**src/rtl/serial_frame_receiver.sv**
```systemverilog
// rtl/serial_frame_receiver.sv - mid-bit sampling 10-bit serial frame receiver (optional RX_SYNC_EN input synchronizer)
module serial_frame_receiver #(
  parameter int SAMPLES_PER_BIT = 16,
  parameter int FRAME_BITS      = 10,
  parameter int MID_SAMPLE      = SAMPLES_PER_BIT / 2 - 1
) (
  input  logic                  clk,
  input  logic                  reset,
  input  logic                  r_enable,
  input  logic                  data_in,
  output logic [FRAME_BITS-1:0] data_out,
  output logic                  charReceived,
  output logic                  frameErr,
  output logic                  busy
);

  localparam int CW = $clog2(SAMPLES_PER_BIT);
  localparam int BW = $clog2(FRAME_BITS);
  localparam logic [CW-1:0] MID_C  = CW'(MID_SAMPLE);
  localparam logic [CW-1:0] LAST_C = CW'(SAMPLES_PER_BIT - 1);
  localparam logic [BW-1:0] LAST_DATA_BIT = BW'(FRAME_BITS - 2);

  typedef enum logic [1:0] {
    IDLE,
    START,
    DATA,
    STOP
  } state_t;

  state_t                state;
  logic [CW-1:0]         cnt;
  logic [BW-1:0]         bit_idx;
  logic [FRAME_BITS-2:0] shreg;
  logic                  prev_line;
  logic                  line;

`ifdef RX_SYNC_EN
  logic sync1;
  logic sync2;

  // Two-flop synchronizer; idles high so reset does not look like a start bit
  always_ff @(posedge clk) begin
    if (reset) begin
      sync1 <= 1'b1;
      sync2 <= 1'b1;
    end else begin
      sync1 <= data_in;
      sync2 <= sync1;
    end
  end

  assign line = sync2;
`else
  assign line = data_in;
`endif

  // Receive FSM: start detect, mid-bit sampling, frame assembly and result strobes
  always_ff @(posedge clk) begin
    if (reset) begin
      state        <= IDLE;
      cnt          <= '0;
      bit_idx      <= '0;
      shreg        <= '0;
      prev_line    <= 1'b0;
      data_out     <= '0;
      charReceived <= 1'b0;
      frameErr     <= 1'b0;
      busy         <= 1'b0;
    end else begin
      prev_line    <= line;
      charReceived <= 1'b0;
      frameErr     <= 1'b0;
      if (!r_enable) begin
        state   <= IDLE;
        busy    <= 1'b0;
        cnt     <= '0;
        bit_idx <= '0;
      end else begin
        case (state)
          IDLE: begin
            // counter sits at 0 on the edge cycle, so START counts from 1
            cnt <= '0;
            if (!line && prev_line) begin
              state <= START;
              busy  <= 1'b1;
              cnt   <= CW'(1);
            end
          end
          START: begin
            if (cnt == MID_C) begin
              cnt <= '0;
              if (!line) begin
                state    <= DATA;
                bit_idx  <= BW'(1);
                shreg[0] <= 1'b0;
              end else begin
                state <= IDLE;
                busy  <= 1'b0;
              end
            end else begin
              cnt <= cnt + CW'(1);
            end
          end
          DATA: begin
            // counter restarted at mid-bit, so its wrap point is the next mid-bit
            if (cnt == LAST_C) begin
              cnt            <= '0;
              shreg[bit_idx] <= line;
              bit_idx        <= bit_idx + BW'(1);
              if (bit_idx == LAST_DATA_BIT) begin
                state <= STOP;
              end
            end else begin
              cnt <= cnt + CW'(1);
            end
          end
          STOP: begin
            if (cnt == LAST_C) begin
              cnt     <= '0;
              bit_idx <= '0;
              state   <= IDLE;
              busy    <= 1'b0;
              if (line) begin
                data_out     <= {1'b1, shreg};
                charReceived <= 1'b1;
              end else begin
                frameErr <= 1'b1;
              end
            end else begin
              cnt <= cnt + CW'(1);
            end
          end
          default: begin
            state <= IDLE;
            busy  <= 1'b0;
            cnt   <= '0;
          end
        endcase
      end
    end
  end

endmodule

```
**config.mk**
```make
export PLATFORM = sky130hd
export DESIGN_NAME = serial_frame_receiver
export DESIGN_NICKNAME = d
export VERILOG_FILES = /design/src/rtl/serial_frame_receiver.sv
export SDC_FILE = /design/constraint.sdc
export NUM_CORES = 1
export LEC_CHECK = 0
export ABC_AREA = 1
export BUFFER_PORTS_ARGS = -buffer_cell sky130_fd_sc_hd__buf_2
export CORE_MARGIN = 2
export CORE_UTILIZATION = 56
export DETAILED_ROUTE_END_ITERATION = 16
export GPL_TIMING_DRIVEN = 0
export PLACE_DENSITY = 0.82
export SYNTH_ARGS = -nofsm -noshare
export SYNTH_HDL_FRONTEND = slang
export SYNTH_SLANG_ARGS = --single-unit
export TNS_END_PERCENT = 20
```
**constraint.sdc**
```tcl
create_clock -name clk -period 1.6 [get_ports clk]
set_input_delay 0 -clock clk [delete_from_list [all_inputs] [get_ports clk]]
set_output_delay 0 -clock clk [all_outputs]
set_load 0.01 [all_outputs]
```
==> flow_summary_export.csv <==
group,metric,value,unit
synthesis,syn_nets,221,
critical_path,slowest_stage,"dfxtp_1",
synthesis,synth-seq-area-share,43.1,%
synthesis,yosysWarnings,0,
cts,clk_path_buf_depth,2,
cts,clk_root_buffer_cell,"clkbuf_4",
drt,drt_iter0_drc,54,
placement,place.gp.congestion,0.884,
timing,fin_skew,0.00872,ns
critical_path,arrival,1.74,ns
cts,path_clk_slew,0.09,ns
critical_path,crit_top_cell,"nand2_1",
timing,hold_slack,0.0661,ns
synthesis,synth_top_area_share,43.1,%
die,die_y,56.3,um
power,p_leak,0.813,nW
power,ir_drop,1060,uV
global_routing,grt_overflow,0,
synthesis,synth_area,0.00153,sq mm
placement,hpwl,2060,um
power,pwr-share-comb,4.1,%
placement,placed_area,0.00165,sq mm
finish,seq_area,661,sq um
finish,final_nets,246,
timing,min_period,1.47,ns
cts,cts_tree,"built",
placement,port_buffers,15,
power,swShare,20.0,%
power,powerDensity,858,mW/mm^2
synthesis,synthAdderAreaFrac,4.08,%
die,rows,18,
cts,numCtsBuffers,5,
finish,fillers,226,
timing,timing.final.crit_share,91.8,%
drt,vias,1352,
synthesis,syn_inst,212,
finish,fin_area,0.00178,sq mm
timing,worst_slew_margin_rel,73.3,%
power,p_sw,0.000305,W
timing,worst_pin_slew,0.396,ns
run_status,outcome,"finished, final reports clean",
timing,drv_slew,0,
worst_hold_path,min_path_type,"in2reg",
drt,ant_nets,0,
global_routing,grt_usage,19.1,%
finish,syn_to_final_growth,16.0,%
finish,drive_gt1_share,16.0,%
die,start_util,60.2,%
synthesis,yosysUniqueCellTypes,23,
finish,diodes,0,
die,dieArea,0.00317,sq mm
cts,htree_num_levels,2,
critical_path,startpoint_type,"register",
synthesis,synth_top_family_by_area,"simple AND/OR/NAND/NOR gates",
critical_path,critPathCaptureType,"register",
run,maxCapViolCount,0,
synthesis,synth_xor_xnor_area_share,1.71,%
critical_path,cp.required,1.87,ns
global_routing,grt_pass1_wl,4770,um
global_routing,grt_pass1_vias,1182,
power,p_int,0.00122,W
global_routing,grt_max_degree,11,
drt,firstDrtPassIters,4,
timing,finalHoldViolCount,0,
drt,avgViaCountPerCell,5.04,
synthesis,synth-seq-cells,33,
synthesis,yosys.area_share.simple,31.8,%
timing,rsz0062_at_grt,"no",
synthesis,synth_area_leaders,"dfxtp_1, nand2_1, nor2_1, inv_1, a21oi_1",
critical_path,crit_fanout,10,
cts,cts_sinks,33,
synthesis,synthMuxAreaShare,0,%
timing,finalSetupViolCount,0,
global_routing,antenna_found_initial,0,
critical_path,crit_type,"reg2reg",
die,core,0.00254,sq mm
drt,routedWlPerCell,10.6,um
die,fp.dieW,56.3,um
drt,wirelength,2850,um
power,power_frac_seq,54.4,%
critical_path,worstPathCellList,"ha_4 -> nand3_4 -> nor3_4 -> buf_4 -> nand3_1 -> nand2_1 -> nand2_1 -> nor2_1",
timing,fmax,0.680,GHz
synthesis,avgSynthCellArea,7.23,sq um
synthesis,yosysTopAreaCell,"dfxtp_1",
synthesis,synth_compound_area_share,10.2,%
finish,multiInputGateArea,752,sq um
cts,clk_latency,0.32,ns
critical_path,slowest_delay,0.41,ns
drt,drc,0,
die,boundaryPins,17,
power,share_clk_of_total_power,41.5,%
## flip-flops by register name, indices dropped and copies added, names as in the netlist, named ones only
| register | cells |
|---|---|
| charReceived | 1 |
| state | 1 |
| data_out | 10 |
| prev_line | 1 |
| cnt | 4 |
| busy | 1 |
| frameErr | 1 |
| shreg | 9 |
| bit_idx | 4 |
## worst paths after layout
check	start	endpoint	slack [ns]	cells past startpoint
setup / recovery	cnt[0]	shreg[5]	0.13	8
setup reg to reg	cnt[0]	shreg[5]	0.13	8
hold / removal	r_enable	shreg[0]	0.07	5
hold reg to reg	shreg[8]	data_out[8]	0.46	2
## logic make-up after synthesis
logic type | count (synthesis)
AND/OR/NAND/NOR | 107
adder cells (fa/ha/maj) | 5
buffers and inverters | 33
XOR/XNOR | 3
flip-flops | 33
AO/OA/AOI/OAI | 31
## stage by stage
step / setup slack, ns / std cells / power [W] / utilization, % / TNS (ns)
final: 0.130 / 268 / 0.00152 / 69.9 / 0
after global routing: 0.00354 / 268 / 0.00158 / 69.9 / 0
after CTS: 0.0302 / 268 / 0.00154 / 69.1 / 0
after detailed placement: -0.0120 / 257 / 0.000906 / 64.7 / -0.0120
after global placement: 0.0381 / 257 / 0.000906 / 64.7 / 0
after floorplan: 0.213 / 212 / 0.000890 / - / 0
## per-layer routing
layer | track usage (%) | wire (um) | up-vias | share of wire (%)
met5 | 0 | 0 | - | 0
met4 | 7.48 | 48 | 0 | 1.7
met3 | 6.91 | 166 | 9 | 5.8
met2 | 31.3 | 1310 | 39 | 46
met1 | 22.8 | 1320 | 581 | 46
li1 | - | - | 723 | -
## layout by cell type (no fill, tap or decap), types with 3 or more instances in the layout
cell       n
nand2_1   47
dfxtp_1   33
nor2_1    31
inv_1     27
nand3_1   16
buf_2     16
a21oi_1   16
o21ai_0   13
clkbuf_4   5
nand4_1    4
ha_1       4
inv_2      3
## Yosys cell counts
| master | count |
|---|---|
| dfxtp_1 | 33 |
| nand2_1 | 47 |
| xnor2_1 | 2 |
| nor2_1 | 31 |
| inv_1 | 27 |
| a31oi_1 | 1 |
| a21oi_1 | 16 |
| xor2_1 | 1 |
| buf_6 | 2 |
| inv_2 | 3 |
| o21ai_1 | 1 |
| o21ai_0 | 13 |
| nor3_4 | 2 |
| ha_1 | 5 |
| nor2_4 | 1 |
| nand2_2 | 1 |
| nand3_1 | 16 |
| nand2_4 | 1 |
| nor2_2 | 2 |
| nand3_2 | 1 |
| nand4_1 | 4 |
| nor3_1 | 1 |
| buf_2 | 1 |
## worst max-delay path: cells and delay by family, from the launching register on
kind	cells	cell delay [ns]
buf+inv	1	0.18
fa+ha+maj	1	0.19
simple gates	6	0.63
flops	1	0.41
## power by group through the flow
stage	clock (W)	sequential, W	combinational (W)
CTS	0.000647	0.000829	0.0000624
global route	0.000684	0.000831	0.0000700
global placement	0	0.000848	0.0000577
finish	0.000632	0.000829	0.0000631
detailed placement	0	0.000848	0.0000582
floorplan	0	0.000848	0.0000422
## repair_timing
item | 4_1_cts | 5_1_grt
hold buffers | 2 | 0
buffers inserted | 1 | 0
gates resized for setup | 0 | 3
pin swaps | 1 | 0
endpoints found under the setup margin | 3 | 21
cloned | 0 | 0
hold endpoints to repair | 4 | 0
## area by class of cell
| type | instances | area share (%) |
|---|---|---|
| multi-input combinational | 146 | 42.3 |
| clock buffer | 7 | 3.10 |
| clock inverter | 1 | 1.69 |
| inverter | 30 | 6.33 |
| sequential | 33 | 37.2 |
| timing repair buffer | 18 | 5.77 |
| tap | 30 | 2.11 |
| buffer | 3 | 1.55 |
(Power assumes the default switching activity.)
